## src/rtl/cp0_exc_ctrl.sv

```systemverilog
// Coprocessor-0 exception/interrupt controller at the M stage of a 5-stage MIPS pipeline.
// Holds SR/Cause/EPC/PRId, decides takes, and sequences the flush and the fetch redirect.
module cp0_exc_ctrl #(
    parameter logic [31:0] HANDLER_ADDR = 32'h0000_4180,
    parameter int          FLUSH_CYCLES = 2,
    parameter logic [31:0] PRID         = 32'h2020_0707
) (
    input  logic        clk,
    input  logic        reset_n,
    input  logic [31:0] pc_m,
    input  logic        m_valid,
    input  logic [4:0]  exccode_m,
    input  logic        bd_m,
    input  logic [5:0]  hwint,
    input  logic        cp0_we,
    input  logic [4:0]  cp0_addr,
    input  logic [31:0] cp0_wdata,
    input  logic        eret_m,
    output logic [31:0] cp0_rdata,
    output logic        exc_req,
    output logic        flush,
    output logic        redirect,
    output logic [31:0] redirect_pc,
    output logic [31:0] epc_out
);

    localparam int CW = (FLUSH_CYCLES > 2) ? $clog2(FLUSH_CYCLES) : 1;
    localparam logic [CW-1:0] CNT_INIT = CW'(FLUSH_CYCLES - 1);
    localparam logic [CW-1:0] CNT_ONE  = CW'(1);
    localparam logic [CW-1:0] CNT_ZERO = CW'(0);

    localparam logic [4:0] REG_SR    = 5'd12;
    localparam logic [4:0] REG_CAUSE = 5'd13;
    localparam logic [4:0] REG_EPC   = 5'd14;
    localparam logic [4:0] REG_PRID  = 5'd15;

    typedef enum logic [1:0] {
        ST_RUN     = 2'd0,
        ST_FLUSH   = 2'd1,
        ST_HANDLER = 2'd2
    } state_e;

    state_e          state_q, state_d;
    logic [CW-1:0]   cnt_q, cnt_d;
    logic [5:0]      sr_im_q, sr_im_d;
    logic            sr_exl_q, sr_exl_d;
    logic            sr_ie_q, sr_ie_d;
    logic            cause_bd_q, cause_bd_d;
    logic [5:0]      cause_ip_q, cause_ip_d;
    logic [4:0]      cause_exc_q, cause_exc_d;
    logic [31:0]     epc_q, epc_d;

    logic            int_take_s;
    logic            exc_take_s;
    logic            exc_req_s;
    logic            eret_take_s;
    logic            mtc0_s;
    logic            sr_wr_s;
    logic            epc_wr_s;

    // Return address: a delay-slot instruction restarts at its branch; word aligned, 32-bit wrap.
    function automatic logic [31:0] calc_epc(input logic [31:0] pc, input logic bd);
        logic [31:0] base;
        base = bd ? (pc - 32'd4) : pc;
        return base & 32'hFFFF_FFFC;
    endfunction

    // Take decisions: only a real instruction in RUN with EXL clear can be interrupted.
    always_comb begin
        int_take_s  = (|(hwint & sr_im_q)) & sr_ie_q & ~sr_exl_q & m_valid & (state_q == ST_RUN);
        exc_take_s  = (exccode_m != 5'd0) & ~sr_exl_q & m_valid & (state_q == ST_RUN);
        exc_req_s   = int_take_s | exc_take_s;
        eret_take_s = eret_m & m_valid & sr_exl_q & (state_q != ST_FLUSH) & ~exc_req_s;
        mtc0_s      = cp0_we & m_valid & ~exc_req_s & (state_q != ST_FLUSH);
        sr_wr_s     = mtc0_s & (cp0_addr == REG_SR);
        epc_wr_s    = mtc0_s & (cp0_addr == REG_EPC);
    end

    // CP0 register next values; a take outranks eret and mtc0.
    always_comb begin
        cause_ip_d  = hwint;
        sr_im_d     = sr_wr_s ? cp0_wdata[15:10] : sr_im_q;
        sr_ie_d     = sr_wr_s ? cp0_wdata[0] : sr_ie_q;
        cause_bd_d  = exc_req_s ? bd_m : cause_bd_q;
        cause_exc_d = exc_req_s ? (int_take_s ? 5'd0 : exccode_m) : cause_exc_q;
        if (exc_req_s) begin
            sr_exl_d = 1'b1;
        end else if (eret_take_s) begin
            sr_exl_d = 1'b0;
        end else if (sr_wr_s) begin
            sr_exl_d = cp0_wdata[1];
        end else begin
            sr_exl_d = sr_exl_q;
        end
        if (exc_req_s) begin
            epc_d = calc_epc(pc_m, bd_m);
        end else if (epc_wr_s) begin
            epc_d = {cp0_wdata[31:2], 2'b00};
        end else begin
            epc_d = epc_q;
        end
    end

    // Pipeline sequencing FSM: RUN -> FLUSH (FLUSH_CYCLES-1 cycles) -> HANDLER -> RUN on eret.
    always_comb begin
        state_d = state_q;
        cnt_d   = cnt_q;
        if (exc_req_s) begin
            if (FLUSH_CYCLES > 1) begin
                state_d = ST_FLUSH;
                cnt_d   = CNT_INIT;
            end else begin
                state_d = ST_HANDLER;
                cnt_d   = CNT_ZERO;
            end
        end else begin
            case (state_q)
                ST_RUN: begin
                    state_d = ST_RUN;
                end
                ST_FLUSH: begin
                    cnt_d = cnt_q - CNT_ONE;
                    if (cnt_q <= CNT_ONE) begin
                        state_d = ST_HANDLER;
                    end else begin
                        state_d = ST_FLUSH;
                    end
                end
                ST_HANDLER: begin
                    if (eret_take_s) begin
                        state_d = ST_RUN;
                    end else begin
                        state_d = ST_HANDLER;
                    end
                end
                default: begin
                    state_d = ST_RUN;
                    cnt_d   = CNT_ZERO;
                end
            endcase
        end
    end

    // Zero-latency pipeline controls: take and eret redirect in the same cycle they are seen.
    always_comb begin
        exc_req  = exc_req_s;
        redirect = exc_req_s | eret_take_s;
        flush    = exc_req_s | eret_take_s | (state_q == ST_FLUSH);
        epc_out  = epc_q;
        if (exc_req_s) begin
            redirect_pc = HANDLER_ADDR;
        end else if (eret_take_s) begin
            redirect_pc = epc_q;
        end else begin
            redirect_pc = 32'h0000_0000;
        end
    end

    // mfc0 read mux; unmapped registers read as zero.
    always_comb begin
        cp0_rdata = 32'h0000_0000;
        case (cp0_addr)
            REG_SR:    cp0_rdata = {16'h0000, sr_im_q, 8'h00, sr_exl_q, sr_ie_q};
            REG_CAUSE: cp0_rdata = {cause_bd_q, 15'h0000, cause_ip_q, 3'b000, cause_exc_q, 2'b00};
            REG_EPC:   cp0_rdata = epc_q;
            REG_PRID:  cp0_rdata = PRID;
            default:   cp0_rdata = 32'h0000_0000;
        endcase
    end

    // State and CP0 register flops.
    always_ff @(posedge clk or negedge reset_n) begin
        if (!reset_n) begin
            state_q     <= ST_RUN;
            cnt_q       <= CNT_ZERO;
            sr_im_q     <= 6'd0;
            sr_exl_q    <= 1'b0;
            sr_ie_q     <= 1'b0;
            cause_bd_q  <= 1'b0;
            cause_ip_q  <= 6'd0;
            cause_exc_q <= 5'd0;
            epc_q       <= 32'h0000_0000;
        end else begin
            state_q     <= state_d;
            cnt_q       <= cnt_d;
            sr_im_q     <= sr_im_d;
            sr_exl_q    <= sr_exl_d;
            sr_ie_q     <= sr_ie_d;
            cause_bd_q  <= cause_bd_d;
            cause_ip_q  <= cause_ip_d;
            cause_exc_q <= cause_exc_d;
            epc_q       <= epc_d;
        end
    end

endmodule

```

## config.mk

```make
export PLATFORM = sky130hd
export DESIGN_NAME = cp0_exc_ctrl
export DESIGN_NICKNAME = d
export VERILOG_FILES = /design/src/rtl/cp0_exc_ctrl.sv
export SDC_FILE = /design/constraint.sdc
export NUM_CORES = 1
export LEC_CHECK = 0
export CAP_MARGIN = 20
export CORE_MARGIN = 8
export CORE_UTILIZATION = 36
export CTS_CLUSTER_DIAMETER = 150
export DETAILED_ROUTE_END_ITERATION = 16
export GPL_ROUTABILITY_DRIVEN = 0
export PLACE_DENSITY = 0.77
export SKIP_CTS_REPAIR_TIMING = 1
export SLEW_MARGIN = 15
export SYNTH_ARGS = -nofsm -noshare
export SYNTH_HDL_FRONTEND = slang
export SYNTH_SLANG_ARGS = --single-unit
```

## constraint.sdc

```tcl
create_clock -name clk -period 1.94 [get_ports clk]
set_input_delay 0.194 -clock clk [delete_from_list [all_inputs] [get_ports clk]]
set_output_delay 0.194 -clock clk [all_outputs]
set_load 0.01 [all_outputs]
```

==> results of run 1 <==
-- critical path: cells and delay by family (launching register included) --
family,cells,cell delay (ns)
DFF,1,0.40
buffers and inverters,3,0.32
AOI/OAI and AO/OA,3,0.64
and+or+nand+nor,1,0.36
-- final cells by class --
| cell class | count | area, µm² |
|---|---|---|
| fillers | 777 | 3100 |
| repair buffers | 258 | 2640 |
| multi-input cells | 292 | 2230 |
| flip-flops and latches | 52 | 1300 |
| well taps | 133 | 166 |
| clock buffers | 6 | 82.6 |
| clock inverters | 2 | 38.8 |
| inverters | 7 | 28.8 |
-- flip-flops by register name, summed over array words and instances (netlist names) --
name and flops:
cause_bd_q 1, cause_exc_q 5, cause_ip_q 6, epc_out 30, sr_exl_q 1, sr_ie_q 1
sr_im_q 6, state_q 2
-- per-stage QoR --
stage / hold slack (ns) / cell area [µm²]
floorplan: -0.102 / 3500
global placement: 0.153 / 5870
detailed placement: 0.158 / 5870
CTS: -0.186 / 6000
global route: 0.183 / 6490
finish: 0.179 / 6490
-- layer usage --
| metal | track usage [%] | up-vias |
|---|---|---|
| met1 | 21.0 | 1789 |
| met4 | 5.94 | 0 |
| met5 | 0 | - |
| met2 | 33.7 | 128 |
| met3 | 6.80 | 16 |
| li1 | - | 1782 |
-- worst max path at each step --
stage,start,end,cells after the start
final,sr_im_q[4],flush,7
after global routing,sr_im_q[4],flush,7
after CTS,sr_im_q[4],flush,6
after detailed placement,exccode_m[1],flush,6
after global placement,exccode_m[1],flush,6
after floorplan,exccode_m[1],sr_ie_q,5
-- power by group through the flow --
stage               clock network, µW  logic (µW)  registers [µW]
finish                            808        3060            1950
global route                      869        3280            2020
CTS                               826        2720            1930
detailed placement                  0        2710            1950
global placement                    0        2650            1930
floorplan                           0        1010            1970
-- synthesized netlist by cell type --
cell type	number	share of area (%)
a211oi_1	1	0.22
a21oi_1	10	1.4
a22o_1	5	1.3
a22oi_1	8	1.7
a31oi_1	1	0.18
and2_1	41	7.3
and2b_1	1	0.22
and3_1	5	0.90
and4bb_2	1	0.36
buf_1	1	0.11
buf_2	3	0.43
buf_4	7	1.5
clkbuf_1	9	0.97
clkbuf_2	1	0.14
conb_1	1	0.11
dfrtp_1	52	37
ha_1	4	1.4
inv_1	6	0.65
inv_2	1	0.11
mux2_2	8	2.6
mux2i_1	60	17
nand2_1	22	2.4
nand2b_1	1	0.18
nand3_1	5	0.72
nand3b_1	2	0.43
nand4_1	2	0.36
nand4_2	1	0.36
nor2_1	34	3.7
nor2_4	1	0.32
nor2b_1	6	1.1
nor3_1	11	1.6
nor3b_1	2	0.43
nor4_1	8	1.4
nor4_2	1	0.36
nor4b_1	1	0.25
o21ai_0	10	1.4
o31ai_4	1	0.61
or2_2	1	0.18
or3_1	4	0.72
or4_1	3	0.65
xnor2_1	20	5.0
xor2_1	7	1.8
-- kinds of logic after synthesis --
family	count (synthesis)
and+or+nand+nor	153
other	1
buffers and inverters	28
adders and majority gates	4
AOI/OAI and AO/OA	36
xor gates and xnor gates	27
DFF	52
muxes	68
==> results.md, run 1 <==
* Critical Path RT at 1.75 ns
* Avg Cell Area, Syn at ~9.5 µm²
* Final period utilization at 114%
* Crit-path slowest cell: dfrtp_1
* Arr. time, crit path at between 2 and 2.5 ns
* Final Util at between 60% and 70%
* PortBufs at 178
* Initial antenna violation count at 0
* WL met3 at roughly 1100 µm
* Vias at ~3700
* Leak at between 0.003 and 0.004 µW
* Post-Syn Instances at 369
* Net switching power at 2050 µW
* WHS Endpoint: cause_exc_q[4]
* TritonCTS Buffers at 5
* Clock transition at path regs at roughly 0.11 ns
* GRT Util Overall at about a fifth
* R2R depth at 8
* Max incr delay on CP at ~0.40 ns
* DR top layer: met4
* Sequential area share after synthesis at 37.3%
* Synthesized cell area at ~3500 µm²
* Setup tns final at -2.16 ns
* Status: complete, but fails checks
* Later-pin clock latency in the skew report at roughly 0.31 ns
* CTS Buffer Depth at 2
* Drt initial violations at between 100 and 150
* Post-Route WL at between 10000 and 15000 µm
* CTS sink cnt at 52
* Hold_sp: exccode_m[4]
* Setup crit end kind: primary output
* Place WS at -0.597 ns
* Reg2Reg Setup Slack at -0.17 ns
* Largest family of logic cells by synthesized area: simple AND/OR/NAND/NOR gates
* Die H at approximately 110 µm
* Placed cells at just over 700
* Remaining DRCs at 0
* RSZ-0062 raised after global routing: yes
* Min Clock Period, post-route at between 2 and 2.5 ns
* I/O pin count at 185
* Post-synthesis mux area share at 19.8%
* Hold Crit Depth at 2
* H-tree Lvls at 2
* Xor/xnor cell area share of the yosys netlist at under 10%
* Ant. Diodes at 0
* Total core area at approximately 9600 µm²
* Die Wd at about 110 µm
* Met1 Routed Length at between 5000 and 6000 µm
* Final HPWL DP at about 10000 µm
* Vias per cell at about 5.0
* Routed len/inst at around 18 µm
* # setup viols final at 24
* Post-layout nets at 706
* Crit start category: register
* Worst min path class: primary input to register
* Clock Skews at 0.0123 ns
* First-pass GRT wire length at between 15000 and 20000 µm
* Max Cap Viol at 0
* Area share of fa/ha/maj cells after synthesis at 1.43%
* Commonest non-fill, non-tap cell in the layout: clkdlybuf4s50_1
* Post-synthesis register bit count at 52
* Final max-slew violation count at 0
* Maximum VDD drop at 0.531 mV
* DR pass1 iterations at 4
* Worst-path cell chain: a22oi_2 > a31oi_4 > o31ai_4 > buf_4 > inv_4 > or3_4 > buf_6
* Commonest non-fill, non-tap cells in the layout: 109 x clkdlybuf4s50_1, 62 x buf_4, 60 x mux2i_1, 52 x dfrtp_1, 35 x dlymetal6s2s_1
* Total chip power at just under 6000 µW
* Layout Cells excl Fill at 750
* P_int at about 3800 µW
* Highest clock rate at between 0.4 and 0.5 GHz
* Area grow syn2layout at 86.0%
* Die ar. at around 13000 µm²
* R2r startpoint: sr_im_q[4]
* Final count of hold timing violations at 0
* CTS tree: yes
* Combinational power share at 52.6%
* Violated checks: negative setup slack
* Met2 Wirelength at 6990 µm
* Flop pwr share at 33.6%
* Max FO, Critical Path at 3
* Clock power frac at about 14%
* Initial core utilization at 36.4%
* WS Path Type: register to primary output
* Post-synthesis cell type count at 42
* CTS Root Cell: clkbuf_8
* PD cells at 896 nW/µm²
* Net Sw Frac at between 30% and 40%
* Synth Area in Simple Gates at 23.9%
* Final worst slack at -0.280 ns
* Largest net degree at the start of global routing at 25
* Cell row count at 36
* Share of layout cells above drive strength 1 at between 20% and 30%
* Gr ovfl total at 0
* RR Endpoint: sr_im_q[0]
* Post-route ant nets at 0
* Post-synthesis compound-gate area fraction at 6.85%
* Yosys Warn Count at 0
* Vias in the first global route at ~3900
Power figures use the tool's default switching activity.
==> run 2, diff against run 1 <==
Settings changed: GPL_ROUTABILITY_DRIVEN 0 to unset.
Clock period 1.94 ns to 1.8 ns, I/O delays scaled along.
==> results.md, run 2 (synthesis results as in run 1) <==
* Status: complete, but fails checks
* Violated checks: negative setup slack
* Die Wd at between 100 and 150 µm
* # setup viols final at 61
* Final count of hold timing violations at 0
* PortBufs at about 180
* Leak at between 0.003 and 0.004 µW
* Area grow syn2layout at 93.9%
* First-pass GRT wire length at between 15000 and 20000 µm
* Final max-slew violation count at 0
* Ant. Diodes at 0
* Vias per cell at between 4 and 5
* CTS Buffer Depth at 2
* CTS sink cnt at 52
* Register area at approximately 1300 µm²
* I/O pin count at between 150 and 200
* Worst-path cell chain: clkdlybuf4s50_1 > or4_4 > o31ai_4 > inv_2 > or3_4 > buf_6
* Final HPWL DP at between 10000 and 15000 µm
* Layout Cells excl Fill at between 700 and 800
* Vias in the first global route at 3799
* Maximum VDD drop at between 0.5 and 0.6 mV
* Gr ovfl total at 0
* Max incr delay on CP at 0.45 ns
* Area of the multi-input gates at approximately 2300 µm²
* Initial antenna violation count at 0
* Clock Skews at approximately 0.009 ns
* H-tree Lvls at 2
* Share of layout cells above drive strength 1 at 33.4%
* Die ar. at 13100 µm²
* Post-route ant nets at 0
* Routed len/inst at 18.9 µm
* Initial core utilization at a little over a third
* Post-layout nets at 726
* WS Path Type: primary input to primary output
* Arr. time, crit path at about 2 ns
* Total chip power at around 6500 µW
* PD cells at 960 nW/µm²
* Total core area at around 9600 µm²
* Cell row count at 36
* Max FO, Critical Path at 3
* Commonest non-fill, non-tap cell in the layout: clkdlybuf4s50_1
* Die H at around 110 µm
* Max FFs per register at 30
* Max Cap Viol at 0
* Later-pin clock latency in the skew report at slightly above 0.3 ns
* Highest clock rate at 0.461 GHz
* # fillers at a little over 700
* TritonCTS Buffers at 5
* Place WS at -0.680 ns
* RSZ-0062 raised after global routing: yes
* Vias at between 3000 and 4000
* Final period utilization at 121%
* Post-Route WL at 14600 µm
* Remaining DRCs at 0
* Critical Path RT at 1.62 ns
* Placed cells at 738
* Largest net degree at the start of global routing at 23
* Routability cong. at 0.878
* Drt initial violations at approximately 180
* Crit start category: primary input
* Commonest non-fill, non-tap cells in the layout: 105 x clkdlybuf4s50_1, 73 x buf_4, 60 x mux2i_1, 52 x dfrtp_1, 39 x dlymetal6s2s_1
* Final worst slack at -0.371 ns
* GRT Util Overall at 19.0%
* CTS Root Cell: clkbuf_8
* Min Clock Period, post-route at roughly 2.2 ns
* Setup crit end kind: primary output
* Clock transition at path regs at 0.11 ns
* CTS tree: yes
* Crit-path slowest cell: or4_4
* Worst min path class: primary input to register
* DR pass1 iterations at 4
## run 2: final cells by class
type                       count  area share [%]
timing repair buffer         278            41.9
multi-input combinational    292            34.7
sequential                    52            19.2
tap                          133            2.46
clock buffer                   5            1.02
clock inverter                 3           0.407
inverter                       7           0.388
## run 2: final timing paths
check | from | endpoint | slack [ns] | depth (start not counted)
worst min register to register | cause_exc_q[2] | cause_exc_q[2] | 0.53 | 1
worst min-delay path | exccode_m[3] | cause_exc_q[3] | 0.15 | 2
min in group asynchronous | reset_n | cause_ip_q[1] | 0.32 | 2
max in group asynchronous | reset_n | epc_out[25] | 0.87 | 3
worst max register to register | sr_im_q[0] | sr_im_q[1] | -0.33 | 8
worst max-delay path | exccode_m[4] | flush | -0.37 | 6
## run 2: through the flow
stage	utilization, %	cell area, µm²	TNS [ns]	hold WS (ns)
floorplan	-	3530	-0.0219	-0.116
global placement	62.4	5980	-31.49	0.123
detailed placement	62.4	5980	-36.43	0.131
CTS	63.4	6080	-33.71	-0.218
global route	70.6	6770	-12.99	0.145
finish	70.6	6770	-9.88	0.152
## run 2: where the power goes
part / switching, µW / internal, µW / leakage, µW
logic: 1460 / 2180 / 0.00287
clock network: 453 / 287 / 0.0000463
registers: 486 / 1630 / 0.000630
total: 2400 / 4100 / 0.00354
## run 2: worst max-delay path: cells and delay by family
family / cells / cell delay, ns
simple gates: 2 / 0.82
buf+inv: 3 / 0.65
compound gates: 1 / 0.33
## run 2: routing by layer
metal / GRT usage (%) / wire length, µm
met2: 34.3 / 7540
met5: 0 / 0
met3: 6.91 / 1110
met1: 20.9 / 5720
met4: 3.82 / 221
==> run 3, diff against run 2 <==
Settings changed: HOLD_SLACK_MARGIN set to 0.03.
==> results of run 3 <==
Final layout, timing and power as in run 2 (identical DEF).
